$ cat config.mk
export PLATFORM = sky130hd
export DESIGN_NAME = relay_link_sched
export DESIGN_NICKNAME = d
export VERILOG_FILES = /design/src/rtl/relay_link_sched.sv
export SDC_FILE = /design/constraint.sdc
export NUM_CORES = 1
export LEC_CHECK = 0
export CAP_MARGIN = 20
export CELL_PAD_IN_SITES_DETAIL_PLACEMENT = 1
export CELL_PAD_IN_SITES_GLOBAL_PLACEMENT = 2
export CORE_MARGIN = 4
export CORE_UTILIZATION = 35
export CTS_BUF_LIST = sky130_fd_sc_hd__clkbuf_4 sky130_fd_sc_hd__clkbuf_8
export DETAILED_ROUTE_END_ITERATION = 16
export GPL_ROUTABILITY_DRIVEN = 0
export HOLD_SLACK_MARGIN = 0.02
export PLACE_DENSITY = 0.88
export SYNTH_ARGS = -nofsm -noshare
export SYNTH_HDL_FRONTEND = slang
export SYNTH_SLANG_ARGS = --single-unit
$ cat constraint.sdc
create_clock -name clk -period 7.5 [get_ports clk]
set_input_delay 0.75 -clock clk [delete_from_list [all_inputs] [get_ports clk]]
set_output_delay 0.75 -clock clk [all_outputs]
set_load 0.01 [all_outputs]
$ cat src/rtl/relay_link_sched.sv
// Half-duplex relay link scheduler: round-robin grant, turnaround guard and max-frame watchdog.
// Optional per-side frame statistics are built when RELAY_SCHED_STATS_EN is defined.
module relay_link_sched #(
  parameter int GUARD_CYCLES     = 16,
  parameter int MAX_FRAME_CYCLES = 4096,
  parameter int CNT_W            = 13
) (
  input  logic       clk,
  input  logic       reset,
  input  logic       req_rdr,
  input  logic       req_tag,
  input  logic       frame_end_rdr,
  input  logic       frame_end_tag,
  output logic       grant_rdr,
  output logic       grant_tag,
  output logic       link_dir,
  output logic       link_busy,
  output logic       timeout_err,
  output logic       err_sticky,
  output logic [7:0] frames_rdr,
  output logic [7:0] frames_tag
);

  typedef enum logic [1:0] {S_IDLE, S_GNT_RDR, S_GNT_TAG, S_GUARD} state_t;

  localparam logic [CNT_W-1:0] L_FRAME_LAST = CNT_W'(MAX_FRAME_CYCLES - 1);
  localparam logic [CNT_W-1:0] L_GUARD_LAST = CNT_W'(GUARD_CYCLES - 1);

  state_t           r_state;
  logic [CNT_W-1:0] r_frame_cnt;
  logic [CNT_W-1:0] r_guard_cnt;
  logic             r_last_tag;
  logic             r_grant_rdr;
  logic             r_grant_tag;
  logic             r_link_dir;
  logic             r_link_busy;
  logic             r_timeout_err;
  logic             r_err_sticky;

  logic w_granted;
  logic w_frame_end;
  logic w_watchdog;

  // Only the owning side's frame_end can release; it beats a simultaneous watchdog expiry.
  always_comb begin
    w_granted   = (r_state == S_GNT_RDR) || (r_state == S_GNT_TAG);
    w_frame_end = ((r_state == S_GNT_RDR) && frame_end_rdr) ||
                  ((r_state == S_GNT_TAG) && frame_end_tag);
    w_watchdog  = w_granted && (r_frame_cnt == L_FRAME_LAST) && !w_frame_end;
  end

  always_ff @(posedge clk) begin
    if (!reset) begin
      r_state       <= S_IDLE;
      r_frame_cnt   <= '0;
      r_guard_cnt   <= '0;
      r_last_tag    <= 1'b1;
      r_grant_rdr   <= 1'b0;
      r_grant_tag   <= 1'b0;
      r_link_dir    <= 1'b0;
      r_link_busy   <= 1'b0;
      r_timeout_err <= 1'b0;
      r_err_sticky  <= 1'b0;
    end else begin
      r_timeout_err <= 1'b0;
      case (r_state)
        S_IDLE: begin
          r_frame_cnt <= '0;
          if (req_rdr && (!req_tag || r_last_tag)) begin
            r_state     <= S_GNT_RDR;
            r_grant_rdr <= 1'b1;
            r_link_dir  <= 1'b0;
            r_link_busy <= 1'b1;
          end else if (req_tag) begin
            r_state     <= S_GNT_TAG;
            r_grant_tag <= 1'b1;
            r_link_dir  <= 1'b1;
            r_link_busy <= 1'b1;
          end
        end
        S_GNT_RDR, S_GNT_TAG: begin
          if (w_frame_end || w_watchdog) begin
            r_grant_rdr   <= 1'b0;
            r_grant_tag   <= 1'b0;
            r_last_tag    <= (r_state == S_GNT_TAG);
            r_timeout_err <= w_watchdog;
            r_guard_cnt   <= '0;
            if (w_watchdog) begin
              r_err_sticky <= 1'b1;
            end
            if (GUARD_CYCLES == 0) begin
              r_state     <= S_IDLE;
              r_link_busy <= 1'b0;
            end else begin
              r_state     <= S_GUARD;
              r_link_busy <= 1'b1;
            end
          end else begin
            r_frame_cnt <= r_frame_cnt + CNT_W'(1);
          end
        end
        S_GUARD: begin
          if (r_guard_cnt == L_GUARD_LAST) begin
            r_state     <= S_IDLE;
            r_link_busy <= 1'b0;
          end else begin
            r_guard_cnt <= r_guard_cnt + CNT_W'(1);
          end
        end
        default: begin
          r_state <= S_IDLE;
        end
      endcase
    end
  end

  assign grant_rdr   = r_grant_rdr;
  assign grant_tag   = r_grant_tag;
  assign link_dir    = r_link_dir;
  assign link_busy   = r_link_busy;
  assign timeout_err = r_timeout_err;
  assign err_sticky  = r_err_sticky;

`ifdef RELAY_SCHED_STATS_EN
  logic [7:0] r_frames_rdr;
  logic [7:0] r_frames_tag;

  // Counts normal releases only; watchdog releases are excluded by w_frame_end.
  always_ff @(posedge clk) begin
    if (!reset) begin
      r_frames_rdr <= 8'h00;
      r_frames_tag <= 8'h00;
    end else begin
      if ((r_state == S_GNT_RDR) && w_frame_end && (r_frames_rdr != 8'hFF)) begin
        r_frames_rdr <= r_frames_rdr + 8'h01;
      end
      if ((r_state == S_GNT_TAG) && w_frame_end && (r_frames_tag != 8'hFF)) begin
        r_frames_tag <= r_frames_tag + 8'h01;
      end
    end
  end

  assign frames_rdr = r_frames_rdr;
  assign frames_tag = r_frames_tag;
`else
  assign frames_rdr = 8'h00;
  assign frames_tag = 8'h00;
`endif

endmodule

# Word level (Yosys, flattened, before mapping)
# Cells that the tools add are included.
[word_totals]
reg_bits = 35
word_cells = 71
in_bits = 6
output_inout_bits = 22
[classes]
n_eq_ne = 13
reduce_logical = 25
n_mux = 21
add_sub_neg = 2
[ops]
columns = ["op", "n"]
rows = [
  ["case mux 13 bit (2 select lines)", 2],
  ["two-way mux 13 bit", 3],
  ["adder 13 x 1 -> 13 bit, second input constant", 2],
  ["AND reduction 3 bit", 5],
  ["!= test 2 bit, second input constant", 7],
  ["equality test 13 x 12 -> 1 bit, second input constant", 1],
  ["equality test 13 x 4 -> 1 bit, second input constant", 1],
  ["two-way mux 1 bit", 8],
  ["two-way mux 2 bit", 4],
  ["case mux 2 bit (3 select lines)", 1],
  ["AND reduction 2 bit", 3],
  ["nonzero test 2 bit", 3],
  ["logical AND 1 bit", 5],
  ["equality test 2 bit, second input constant", 2],
  ["logical OR 1 bit", 4],
  ["case mux 1 bit (2 select lines)", 2],
  ["AND reduction 4 bit", 1],
  ["!= test 3 bit, second input constant", 1],
  ["case mux 1 bit (3 select lines)", 1],
  ["equality test 2 x 1 -> 1 bit, second input constant", 1],
  ["zero test 1 bit", 2],
  ["zero test 2 bit", 1],
  ["OR reduction 2 bit", 1],
]

# Depth between registers and ports, before layout
# Gate-level depths: netlist of the first run.
[logic_depth]
word_depth = 8
mapped_depth = 8
mapped_depth_nobuf = 7

# Worst setup path after synthesis of the first run
# Ideal clock, no wire load.
[synth_path]
kind = "register to register"
from = "register r_frame_cnt[0]"
to = "register r_guard_cnt[7]"
path_stages_with_launch = 8
arrival_time_ps = 2349
path_buffers = 1
period_less_slack_ps = 2424
setup_ps = 75
path_slack_ps = 5076
t_required_ps = 7425
path_cell_list = "dfxtp_1 -> ha_1 -> nand4_2 -> or4_1 -> buf_2 -> a221o_1 -> or4_1 -> o22ai_1"
[synth_between]
elab_chain_len = 6
[synth_rtl]
columns = ["element", "line", "rtl"]
rows = [
  ["from (decl)", "30", "logic [CNT_W-1:0] r_frame_cnt;"],
  ["from (signal assigned)", "99", "r_frame_cnt <= r_frame_cnt + CNT_W'(1);"],
  ["equality test 13 x 12 -> 1 bit", "49", "w_watchdog = w_granted && (r_frame_cnt == L_FRAME_LAST) && !w_frame_end;"],
  ["logical AND 1 bit (2 in series)", "49", ""],
  ["logical OR 1 bit", "82", "if (w_frame_end || w_watchdog) begin"],
  ["!= test 2 bit (no line)", "--", ""],
  ["AND reduction 3 bit (no line)", "--", ""],
  ["to (signal assigned)", "107", "r_guard_cnt <= r_guard_cnt + CNT_W'(1);"],
  ["to (decl)", "31", "logic [CNT_W-1:0] r_guard_cnt;"],
]
# No other way between the ends.
# A chain may end at the register's enable or synchronous reset.

==> qor.yml, run 1 <==
post_cts_resized: 0
initial_core_util: 0.361
syn_area_per_cell_sq_um: 7.85
die_area_sq_mm: 0.00695
intPower_mw: 0.352
drc_errors: 0
first_global_vias: 1876
p_sw_mw: 0.244
crit_path_start_kind: "input pin"
globalRouteOverflowTotal: 0
grtUsageTotal: 0.156
numClockSinks: 35
setup_viol: 0
whs_path_depth: 1
fin_nets: 270
fin_tns_setup_ns: 0
die_h_microns: 83.3
grt_pass1_wl_mm: 8.96
coreArea_sq_mm: 0.00551
crit_fanout: 24
yosysTopAreaCell: "dfxtp_1"
dpl.hpwl_mm: 3.57
ant_nets: 0
drt_wl_total_mm: 5.12
yosysWarnings: 0
drt-vias-per-instance: 5.57
power_frac_comb: 0.399
placement.io_buffers: 11
hp-class: "reg2reg"
cp.arrival_ns: 3.19
clk_latency_ns: 0.29
p_total_mw: 0.596
cts_made_buffers: 5
path_cells: "clkdlybuf4s50_1 -> inv_1 -> or4_1 -> o21ai_0"
cp_slowest_cell: "clkdlybuf4s50_1"
cts_tree: "built"
ios: 28
r2r-start: "r_frame_cnt[0]$_SDFFE_PN0P_"
hp-start: "err_sticky$_SDFFE_PN0P_"
postCtsHoldBufs: 0
clock_power_share: 0.238
slew_headroom: 0.400
vias: 1843
tightest_slew_ns: 0.897
die_w_microns: 83.3
required_ns: 7.72
htree_levels: 2
syn_to_final_growth_pct: 9.01
ys_top_cells_by_area: "dfxtp_1, buf_4, nand2_1"
grt_antenna_before_repair: 0
critical_path_class: "in2reg"
num_antenna_cells: 0
reg2reg_to: "r_guard_cnt[7]$_SDFFE_PN0P_"
cp_num_buf_inv: 2
synth_flop_cell: "dfxtp_1"
cts_root_buffer: "clkbuf_8"
row_count: 27
cpPeakStageDelay_ns: 1.06
cap_violations: 0
power_density_mw_per_mm2: 275
hold_viol_final: 0
seqPwrFrac: 0.363
drt_iter0_drc: 93
min_to: "err_sticky$_SDFFE_PN0P_"
synth_most_common_cell: "dfxtp_1"
clk_pin_slew_ns: 0.07
ir_worst_vdd_v: 0.000182
min_period_ns: 2.97
r2r_cells: 6
netlist.area_leader.share: 0.353
leakagePower_nw: 0.763
fmax_ghz: 0.336
fin_skew_ns: 0.00660
slew_violations: 0
firstDrtPassIters: 4
worstSetupEndpointType: "flip-flop"
synth_common_cells: "dfxtp_1, nand2_1, o21ai_0, nand3_1, buf_4"
post_drt_wl_per_cell_microns: 15.5
ys_seq_elements: 35
ys_types: 40
cts_setup_buffers: 0
status: "complete, no violations"
rsz0062_at_grt: "no"
synth_edf_count: 0
clockBufferDepth: 2
synth_seq_area_share: 0.353
r2r_setup_slack_ns: 4.61
switching_share: 0.409
grt_max_degree: 25
synthCells: 253
syn_area_sq_mm: 0.00199
synthArstFlopShare: 0
whs_ns: 0.463
critPathTopFamily: "buffers and inverters"
layout-drive-gt1-share: 0.0656
period_share: 0.396
==> routing by layer <==
metal / up-vias / track usage / part of all wire
li1: 910 / - / -
met1: 898 / 0.211 / 0.51
met2: 30 / 0.242 / 0.44
met3: 5 / 0.0367 / 0.035
met4: 0 / 0.0505 / 0.013
met5: - / 0 / 0
==> stage by stage <==
step           cell area, sq um  std cells  setup slack [ns]  utilization
5_1_grt                    2170        331              4.29        0.393
4_1_cts                    2170        331              4.48        0.393
3_5_place_dp               2080        323              4.18        0.377
6_report                   2170        331              4.53        0.393
2_1_floorplan              2040        268              5.08            -
3_3_place_gp               2080        323              4.21        0.377
==> layout make-up <==
class                           count  area, sq um
Clock buffer                        7         83.8
Clock inverter                      1         5.00
Fill cell                         708         3340
Inverter                            8         30.0
Multi-Input combinational cell    197         1150
Sequential cell                    35          701
Tap cell                           72         90.1
Timing Repair Buffer               11          110
==> power groups by stage <==
stage          Combinational [mW]  Clock (mW)  Sequential (mW)
2_1_floorplan               0.169           0            0.222
3_5_place_dp                0.239           0            0.220
6_report                    0.238       0.142            0.216
5_1_grt                     0.274       0.158            0.218
3_3_place_gp                0.235           0            0.220
4_1_cts                     0.240       0.148            0.216
==> cell families (layout without fill, tap and decap cells) <==
family | Yosys count | count (layout) | synth area share
simple gates | 105 | 105 | 0.279
compound gates | 70 | 70 | 0.230
buf+inv | 36 | 27 | 0.0989
flops | 35 | 35 | 0.353
fa+ha+maj | 6 | 6 | 0.0378
other cells | 1 | 16 | 0.00189
==> cell usage in the layout (no fill, tap or decap), types with 4 or more instances in the layout <==
cell type | synthesis | final
a21oi_1 | 14 | 14
a311oi_1 | 4 | 4
a31oi_1 | 8 | 8
clkbuf_8 | 0 | 5
clkdlybuf4s50_1 | 0 | 11
conb_1 | 1 | 16
dfxtp_1 | 35 | 35
ha_1 | 6 | 6
inv_1 | 8 | 8
nand2_1 | 29 | 29
nand2b_1 | 7 | 7
nand3_1 | 18 | 18
nand4_1 | 6 | 6
nor2_1 | 11 | 11
nor3_1 | 8 | 8
o211ai_1 | 4 | 4
o21ai_0 | 20 | 20
o221a_2 | 4 | 4
or4_1 | 8 | 8
==> registers in the layout (all words and copies together), names as in the netlist <==
name / cells
r_frame_cnt: 13
err_sticky: 1
r_last_tag: 1
grant_tag: 1
r_guard_cnt: 13
r_state: 2
timeout_err: 1
grant_rdr: 1
link_busy: 1
link_dir: 1
==> worst max path at each step <==
stage / start / cells past startpoint / endpoint
after floorplan: r_frame_cnt[0]$_SDFFE_PN0P_ / 7 / r_guard_cnt[7]$_SDFFE_PN0P_
after global placement: reset / 4 / r_guard_cnt[11]$_SDFFE_PN0P_
after detailed placement: reset / 4 / r_guard_cnt[9]$_SDFFE_PN0P_
after CTS: reset / 4 / r_guard_cnt[9]$_SDFFE_PN0P_
after global routing: reset / 4 / r_guard_cnt[11]$_SDFFE_PN0P_
final: reset / 4 / r_guard_cnt[9]$_SDFFE_PN0P_
Note: power is estimated with default switching activity, not from simulation.
==> run 2, diff against run 1 <==
Settings changed: CORE_UTILIZATION 35 to 33, PLACE_DENSITY 0.88 to 0.84.
Clock period 7.5 ns to 3 ns, I/O delays scaled along.
==> run 2 against run 1 <==
Against the previous run:
- clock skew down 0.00082 ns
- global-route usage down 0.77 points
- setup slack got worse by 4.2 ns
- sequential share of layout area decreased by 0.64 points
==> qor.yml, run 2 (synthesized netlist as in run 1, its figures left out) <==
postCtsHoldBufs: 0
met1_length_mm: 2.58
critPathTopFamily: "simple AND/OR/NAND/NOR gates"
cpPeakStageDelay_ns: 0.64
clock_power_share: 0.237
die_w_microns: 85.6
fin_tns_setup_ns: 0
min_period_ns: 2.70
syn_to_final_growth_pct: 11.2
p_total_mw: 1.52
wl_met3_microns: 189
globalRouteOverflowTotal: 0
clk_latency_ns: 0.29
whs_ns: 0.454
fin_skew_ns: 0.00578
ant_nets: 0
min_to: "err_sticky$_SDFFE_PN0P_"
vias: 1867
numClockSinks: 35
cts_tree: "built"
clockBufferDepth: 2
required_ns: 3.22
cp_slowest_cell: "or4_1"
hold_viol_final: 0
layout-drive-gt1-share: 0.0833
fin_nets: 276
drc_errors: 0
die_area_sq_mm: 0.00733
cp.arrival_ns: 2.93
initial_core_util: 0.350
first_global_vias: 1803
cp_num_buf_inv: 0
num_antenna_cells: 0
whs_path_depth: 1
firstDrtPassIters: 4
period_share: 0.902
cts_setup_buffers: 0
post_cts_resized: 0
drt-vias-per-instance: 5.56
intPower_mw: 0.908
drt_wl_total_mm: 5.11
final_cell_mix: "dfxtp_1, nand2_1, o21ai_0"
hp-class: "reg2reg"
reg2reg_to: "r_guard_cnt[7]$_SDFFE_PN0P_"
tightest_slew_ns: 0.539
top_layer: "met4"
slew_violations: 0
layout_commonest_cell: "dfxtp_1"
cap_violations: 0
switching_share: 0.402
crit_fanout: 9
rsz0062_at_grt: "no"
coreArea_sq_mm: 0.00568
grt_max_degree: 24
post_drt_wl_per_cell_microns: 15.2
r2r_cells: 6
p_sw_mw: 0.611
cts_made_buffers: 5
critical_path_class: "reg2reg"
power_frac_comb: 0.409
grtUsageTotal: 0.148
leakagePower_nw: 0.791
hp-start: "err_sticky$_SDFFE_PN0P_"
htree_levels: 2
r2r-start: "r_frame_cnt[0]$_SDFFE_PN0P_"
r2r_setup_slack_ns: 0.30
grt_pass1_wl_mm: 8.74
ios: 28
setup_viol: 0
met2WireLength_mm: 2.25
worstSetupEndpointType: "flip-flop"
cp_common_cell: "or4_1"
crit_path_start_kind: "flip-flop"
placement.io_buffers: 11
status: "complete, no violations"
ir_worst_vdd_v: 0.000359
dpl.hpwl_mm: 3.67
fmax_ghz: 0.370
die_h_microns: 85.6
slew_headroom: 0.641
largestRegisters: "r_frame_cnt (13), r_guard_cnt (13), r_state (2)"
seqPwrFrac: 0.354
path_cells: "ha_1 -> nand4_2 -> or4_1 -> a221o_1 -> or4_1 -> o22ai_1"
drt_iter0_drc: 137
grt_antenna_before_repair: 0
row_count: 27
cts_root_buffer: "clkbuf_8"
clk_pin_slew_ns: 0.07
power_density_mw_per_mm2: 687
==> run 2: cell types whose count changed in the layout (fill, tap and decap cells not counted), sizes merged <==
| cell | delta |
|---|---|
| clkbuf | -1 |
| buf | +6 |
==> run 2: per-layer routing <==
layer  track usage  vias up
li1              -      931
met1         0.202      891
met2         0.225       37
met3        0.0288        8
met4        0.0647        0
met5             0        -
==> run 2: worst reg2reg max path, stage by stage, from the launching register on <==
cell     delay [ns]
dfxtp_1        0.38
ha_1           0.27
nand4_2        0.15
or4_1          0.64
a221o_1        0.53
or4_1          0.50
o22ai_1        0.15
==> run 2: through the flow <==
stage | setup WS (ns) | instance area, sq um | utilization | cells
2_1_floorplan | 0.576 | 2040 | - | 268
3_3_place_gp | 0.383 | 2120 | 0.374 | 329
3_5_place_dp | 0.320 | 2120 | 0.374 | 329
4_1_cts | 0.301 | 2210 | 0.389 | 336
5_1_grt | 0.150 | 2210 | 0.389 | 336
6_report | 0.295 | 2210 | 0.389 | 336
==> run 2: worst max-delay path by stage <==
stage | from | end | slack (ns) | cells past startpoint
after floorplan | r_frame_cnt[0]$_SDFFE_PN0P_ | r_guard_cnt[7]$_SDFFE_PN0P_ | 0.58 | 7
after global placement | r_frame_cnt[0]$_SDFFE_PN0P_ | r_guard_cnt[7]$_SDFFE_PN0P_ | 0.38 | 6
after detailed placement | r_frame_cnt[0]$_SDFFE_PN0P_ | r_guard_cnt[7]$_SDFFE_PN0P_ | 0.32 | 6
after CTS | r_frame_cnt[0]$_SDFFE_PN0P_ | r_guard_cnt[7]$_SDFFE_PN0P_ | 0.30 | 6
after global routing | r_frame_cnt[0]$_SDFFE_PN0P_ | r_guard_cnt[1]$_SDFFE_PN0P_ | 0.15 | 7
final | r_frame_cnt[0]$_SDFFE_PN0P_ | r_guard_cnt[7]$_SDFFE_PN0P_ | 0.30 | 6
==> run 2: final cells by class <==
cell class | count | area, sq um
flip-flops and latches | 35 | 701
well taps | 72 | 90.1
inverters | 8 | 30.0
multi-input cells | 197 | 1150
clock buffers | 6 | 82.6
fillers | 698 | 3470
clock inverters | 1 | 5.00
repair buffers | 17 | 155
==> run 2: power groups by stage <==
stage / sequential, mW / combinational (mW) / clock, mW
global route: 0.545 / 0.701 / 0.388
detailed placement: 0.549 / 0.626 / 0
global placement: 0.548 / 0.616 / 0
finish: 0.538 / 0.621 / 0.359
floorplan: 0.555 / 0.424 / 0
CTS: 0.539 / 0.628 / 0.374
